`src/rtl/sum_window_stats_if.sv`:
```
// sum_window_stats_if: sample input and result output handshakes of the window statistics block.
interface sum_window_stats_if #(
  parameter int IN_W = 9,
  parameter int LOG2_WIN = 3
);
  logic                in_valid;
  logic                in_ready;
  logic [IN_W-1:0]     in_data;
  logic                out_valid;
  logic                out_ready;
  logic [IN_W-1:0]     out_mean;
  logic [IN_W-1:0]     out_min;
  logic [IN_W-1:0]     out_max;
  logic [LOG2_WIN-1:0] win_cnt;
  modport slave (
    input  in_valid, in_data, out_ready,
    output in_ready, out_valid, out_mean, out_min, out_max, win_cnt
  );
  modport master (
    output in_valid, in_data, out_ready,
    input  in_ready, out_valid, out_mean, out_min, out_max, win_cnt
  );
endinterface

```
`src/rtl/sum_window_stats.sv`:
```
// sum_window_stats: mean/min/max over windows of 2**LOG2_WIN sum samples, single-entry result register.
module sum_window_stats #(
  parameter int IN_W = 9,
  parameter int LOG2_WIN = 3
) (
  input  logic clk,
  input  logic rst,
  input  logic clr,
  sum_window_stats_if.slave bus
);
  localparam int AW = IN_W + LOG2_WIN;
  localparam logic [LOG2_WIN-1:0] LAST = LOG2_WIN'((1 << LOG2_WIN) - 1);
  logic [AW-1:0] acc_q, acc_d, acc_sum;
  logic [IN_W-1:0] min_q, min_d, max_q, max_d, smin, smax;
  logic [IN_W-1:0] mean_q, mean_d, omin_q, omin_d, omax_q, omax_d;
  logic [LOG2_WIN-1:0] cnt_q, cnt_d;
  logic ov_q, ov_d, fire, close;
  // Stall only when the closing sample would overwrite a result nobody is taking.
  assign bus.in_ready = !(cnt_q == LAST && ov_q && !bus.out_ready);
  assign fire = bus.in_valid && bus.in_ready && !clr;
  assign close = fire && cnt_q == LAST;
  assign acc_sum = acc_q + AW'(bus.in_data);
  assign smin = bus.in_data < min_q ? bus.in_data : min_q;
  assign smax = bus.in_data > max_q ? bus.in_data : max_q;
  always_comb begin
    acc_d = clr || close ? '0 : fire ? acc_sum : acc_q;
    min_d = clr || close ? '1 : fire ? smin : min_q;
    max_d = clr || close ? '0 : fire ? smax : max_q;
    cnt_d = clr ? '0 : fire ? cnt_q + 1'b1 : cnt_q;
    ov_d = clr ? 1'b0 : close ? 1'b1 : ov_q && !bus.out_ready;
    mean_d = close ? acc_sum[AW-1:LOG2_WIN] : mean_q;
    omin_d = close ? smin : omin_q;
    omax_d = close ? smax : omax_q;
  end
  always_ff @(posedge clk or posedge rst) begin
    if (rst) begin
      acc_q <= '0;
      min_q <= '1;
      max_q <= '0;
      cnt_q <= '0;
      ov_q <= 1'b0;
      mean_q <= '0;
      omin_q <= '0;
      omax_q <= '0;
    end else begin
      acc_q <= acc_d;
      min_q <= min_d;
      max_q <= max_d;
      cnt_q <= cnt_d;
      ov_q <= ov_d;
      mean_q <= mean_d;
      omin_q <= omin_d;
      omax_q <= omax_d;
    end
  end
  assign bus.out_valid = ov_q;
  assign bus.out_mean = mean_q;
  assign bus.out_min = omin_q;
  assign bus.out_max = omax_q;
  assign bus.win_cnt = cnt_q;
endmodule

```
`src/flat_wrapper.sv`:
```
// flat-port wrapper written by rule: the top's interface ports become plain ports
module sum_window_stats_flat 
#(
  parameter int IN_W = 9,
  parameter int LOG2_WIN = 3
)
  (clk, rst, clr, bus_in_valid, bus_in_data, bus_out_ready, bus_in_ready, bus_out_valid, bus_out_mean, bus_out_min, bus_out_max, bus_win_cnt);
  sum_window_stats_if #(.IN_W(IN_W), .LOG2_WIN(LOG2_WIN)) bus_i ();
  input  logic clk;
  input  logic rst;
  input  logic clr;
  input wire logic [$bits(bus_i.in_valid)-1:0] bus_in_valid;
  input wire logic [$bits(bus_i.in_data)-1:0] bus_in_data;
  input wire logic [$bits(bus_i.out_ready)-1:0] bus_out_ready;
  output wire logic [$bits(bus_i.in_ready)-1:0] bus_in_ready;
  output wire logic [$bits(bus_i.out_valid)-1:0] bus_out_valid;
  output wire logic [$bits(bus_i.out_mean)-1:0] bus_out_mean;
  output wire logic [$bits(bus_i.out_min)-1:0] bus_out_min;
  output wire logic [$bits(bus_i.out_max)-1:0] bus_out_max;
  output wire logic [$bits(bus_i.win_cnt)-1:0] bus_win_cnt;
  assign bus_i.in_valid = bus_in_valid;
  assign bus_i.in_data = bus_in_data;
  assign bus_i.out_ready = bus_out_ready;
  assign bus_in_ready = bus_i.in_ready;
  assign bus_out_valid = bus_i.out_valid;
  assign bus_out_mean = bus_i.out_mean;
  assign bus_out_min = bus_i.out_min;
  assign bus_out_max = bus_i.out_max;
  assign bus_win_cnt = bus_i.win_cnt;
  sum_window_stats #(.IN_W(IN_W), .LOG2_WIN(LOG2_WIN)) u_core (.clk(clk), .rst(rst), .clr(clr), .bus(bus_i));
endmodule
```
`config.mk`:
```
export PLATFORM = sky130hd
export DESIGN_NAME = sum_window_stats_flat
export DESIGN_NICKNAME = d
export VERILOG_FILES = /design/src/rtl/sum_window_stats_if.sv /design/src/rtl/sum_window_stats.sv /design/src/flat_wrapper.sv
export SDC_FILE = /design/constraint.sdc
export NUM_CORES = 1
export LEC_CHECK = 0
export ABC_AREA = 1
export BUFFER_PORTS_ARGS = -buffer_cell sky130_fd_sc_hd__clkbuf_2
export CAP_MARGIN = 20
export CORE_UTILIZATION = 55
export DETAILED_ROUTE_END_ITERATION = 7
export GPL_TIMING_DRIVEN = 0
export MAX_ROUTING_LAYER = met4
export PLACE_DENSITY = 0.83
export SYNTH_ARGS = -nofsm -noshare
export SYNTH_HDL_FRONTEND = slang
export SYNTH_SLANG_ARGS = --single-unit
export TNS_END_PERCENT = 1
```
`constraint.sdc`:
```
create_clock -name clk -period 5.7 [get_ports clk]
set_input_delay 1.14 -clock clk [delete_from_list [all_inputs] [get_ports clk]]
set_output_delay 1.14 -clock clk [all_outputs]
set_load 0.01 [all_outputs]
```
==> metrics <==
placed inst area=4095 sq um; RSZ-0062 raised after global routing=false; DR WL/cell=13.99 microns; placed insts=622; Filler Cell Count=554; Worst Setup SP=bus_out_ready; Layout Nets=599; vias per cell=5.359; Clk pin slew, worst setup/hold paths=70 ps; outcome=finished, final reports clean; hold path cells=2; dpl ws=2842 ps; DRC=0; row count=29; root buffer cell=clkbuf_8; YS warnings=0; initial antenna violation count=0; Cell variety after synth=31; Core Box Area=6459 sq um; crit path time final=2687 ps; Lkg Pwr=2.565 nW; Clock H-tree levels=3; crit share post-route=0.4714; Setup crit end kind=output port; Starting Density=0.5812; PD cells=260.1 nW/um^2; cells taking the most area after synthesis=dfrtp_1, nand2_1, ha_1; IO Pins=46; post-DP HPWL=6479 microns; grt ovf=0; Final TNS setup=0 ps; Skew-Pair Late Insertion Delay=340 ps; post-synth top area cell=dfrtp_1; CTS buffer count=9; CTS tree=done; fin. max-slew vios=0; number of routed nets with antenna violations=0; CTS Hold Bufs=0; Worst slew margin=0.5664; worst r2r src=u_core.min_q[2]; all-layer global routing usage=0.2747; Slew @ Worst Pin=649.4 ps; fmax=372.2 MHz; gp weighted congestion=0.9094; register area share after synthesis=0.4097; pin count of the biggest net entering global routing=33; syn avg cell area=7.522 sq um; peak supply drop=0.1554 mV; maxcap violations=0; worst setup margin=3013 ps; post-CTS setup buffer count=0; Die X=84.61 microns; post-route clock skew=9.036 ps; chip height=84.61 microns; first-pass GRT wire length=14,860 microns; Area growth syn-to-layout=14.50%; Final Setup Violations=0; diodes inserted=0; post-synthesis cell count=499; final instance area=4298 sq um; critical path class=input pin to output port; FF+latch count, synth=61; Post-Syn Nets=542; commonest cells after routing, fill and taps aside=nand2_1, inv_1, nand3_1; layout cells sized above 1=0.1750; Via Count=3,414; Hold Path Class=register to register; Post-Layout Cell Count=637; Critical Path RT=4560 ps; CTS resizes=0; most common cell after layout, fill and taps aside=nand2_1; FF-to-FF path depth=12; final hold vios=0; Initial DRC Count=203; worst-path maximum fanout=2; Final Total Pwr=1.118 mW; top cell type's share of synthesized area=0.3467; Initial DRT Pass Iterations=7; arrival time at the worst endpoint=1550 ps; number of port buffers=45; number of global-route vias before repair=3,152; synthesized area=3754 sq um; final WL=8914 microns; clk sink count=61; CTS max path bufs=2; die area=7159 sq um; CP Launch Type=input pin; Hold Startpoint=u_core.bus.out_max[2]
==> sequential cells by signal, indices dropped and copies added, names as in the netlist <==
signal	count
u_core.acc_q	12
u_core.min_q	9
u_core.bus.out_mean	9
u_core.bus.out_max	9
u_core.bus.win_cnt	3
u_core.bus.out_min	9
u_core.bus.out_valid	1
u_core.max_q	9
==> per-layer routing <==
layer  share of wire  up-vias  GRT usage  wire [microns]
met4           0.028        0     0.1248             248
li1                -     1701          -               -
met5               0        -          -               0
met3           0.060       24    0.03835             538
met2            0.47      118     0.4324            4207
met1            0.44     1571     0.3536            3920
==> cell type report <==
class                      count  area [sq um]  area share
buffer                        10         75.07     0.01747
clock buffer                  14         172.7     0.04017
clock inverter                 1         30.03    0.006987
inverter                      67         251.5     0.05852
multi-input combinational    361          1889      0.4396
sequential                    61          1538      0.3578
tap                           77         96.34     0.02242
timing repair buffer          46         245.2     0.05706
==> power breakdown <==
group          internal (mW)  switching (mW)  total [mW]  leakage [nW]
logic                 0.0823           0.158       0.241          1.65
registers              0.461          0.0144       0.475         0.808
clock network          0.236           0.166       0.402         0.103
==> synthesized netlist by cell type <==
cell type	n
nand4_2	1
nand3_1	62
nand4_1	13
o22ai_1	1
o21ai_0	9
dfrtp_1	52
xnor2_1	1
nor2_8	1
nor2_2	1
nand3_2	4
nand2_2	3
nor2_1	16
buf_6	4
o21bai_1	1
fa_1	1
inv_1	64
nand2_1	196
nand2_4	1
a21boi_0	1
nor3_1	1
nand3b_1	1
buf_2	6
a22o_1	3
a21o_1	2
nor2_4	2
inv_2	3
dfstp_2	9
or2_2	3
ha_1	28
a21oi_1	7
xor2_1	2
==> worst paths after layout <==
| check | slack, ps | to |
|---|---|---|
| worst max-delay path | 3010 | bus_in_ready |
| worst min-delay path | 480 | u_core.bus.out_max[2] |
| worst max register to register | 3610 | u_core.bus.out_min[4] |
| worst min register to register | 480 | u_core.bus.out_max[2] |
| max in group asynchronous | 4170 | u_core.min_q[0] |
| min in group asynchronous | 870 | u_core.bus.win_cnt[1] |
==> through the flow <==
step	utilization	hold slack [ps]
2_1_floorplan	-	449.1
4_1_cts	0.6654	483.6
6_report	0.6654	478.9
5_1_grt	0.6654	494.5
3_5_place_dp	0.6341	464.0
3_3_place_gp	0.6310	461.0
==> critical path: stages <==
cell      delay [ps]
clkbuf_2          80
inv_1             70
nand3_2          100
clkbuf_2         150
==> kinds of logic (layout without fill, tap and decap cells) <==
logic type | Yosys count | after routing | synth area share
AO/OA/AOI/OAI | 24 | 24 | 0.03800
XOR/XNOR | 3 | 3 | 0.007001
flip-flops | 61 | 61 | 0.4097
adder cells (fa/ha/maj) | 29 | 29 | 0.09867
buffers and inverters | 77 | 138 | 0.08700
AND/OR/NAND/NOR | 305 | 305 | 0.3597
Note: power is estimated with default switching activity, not from simulation.
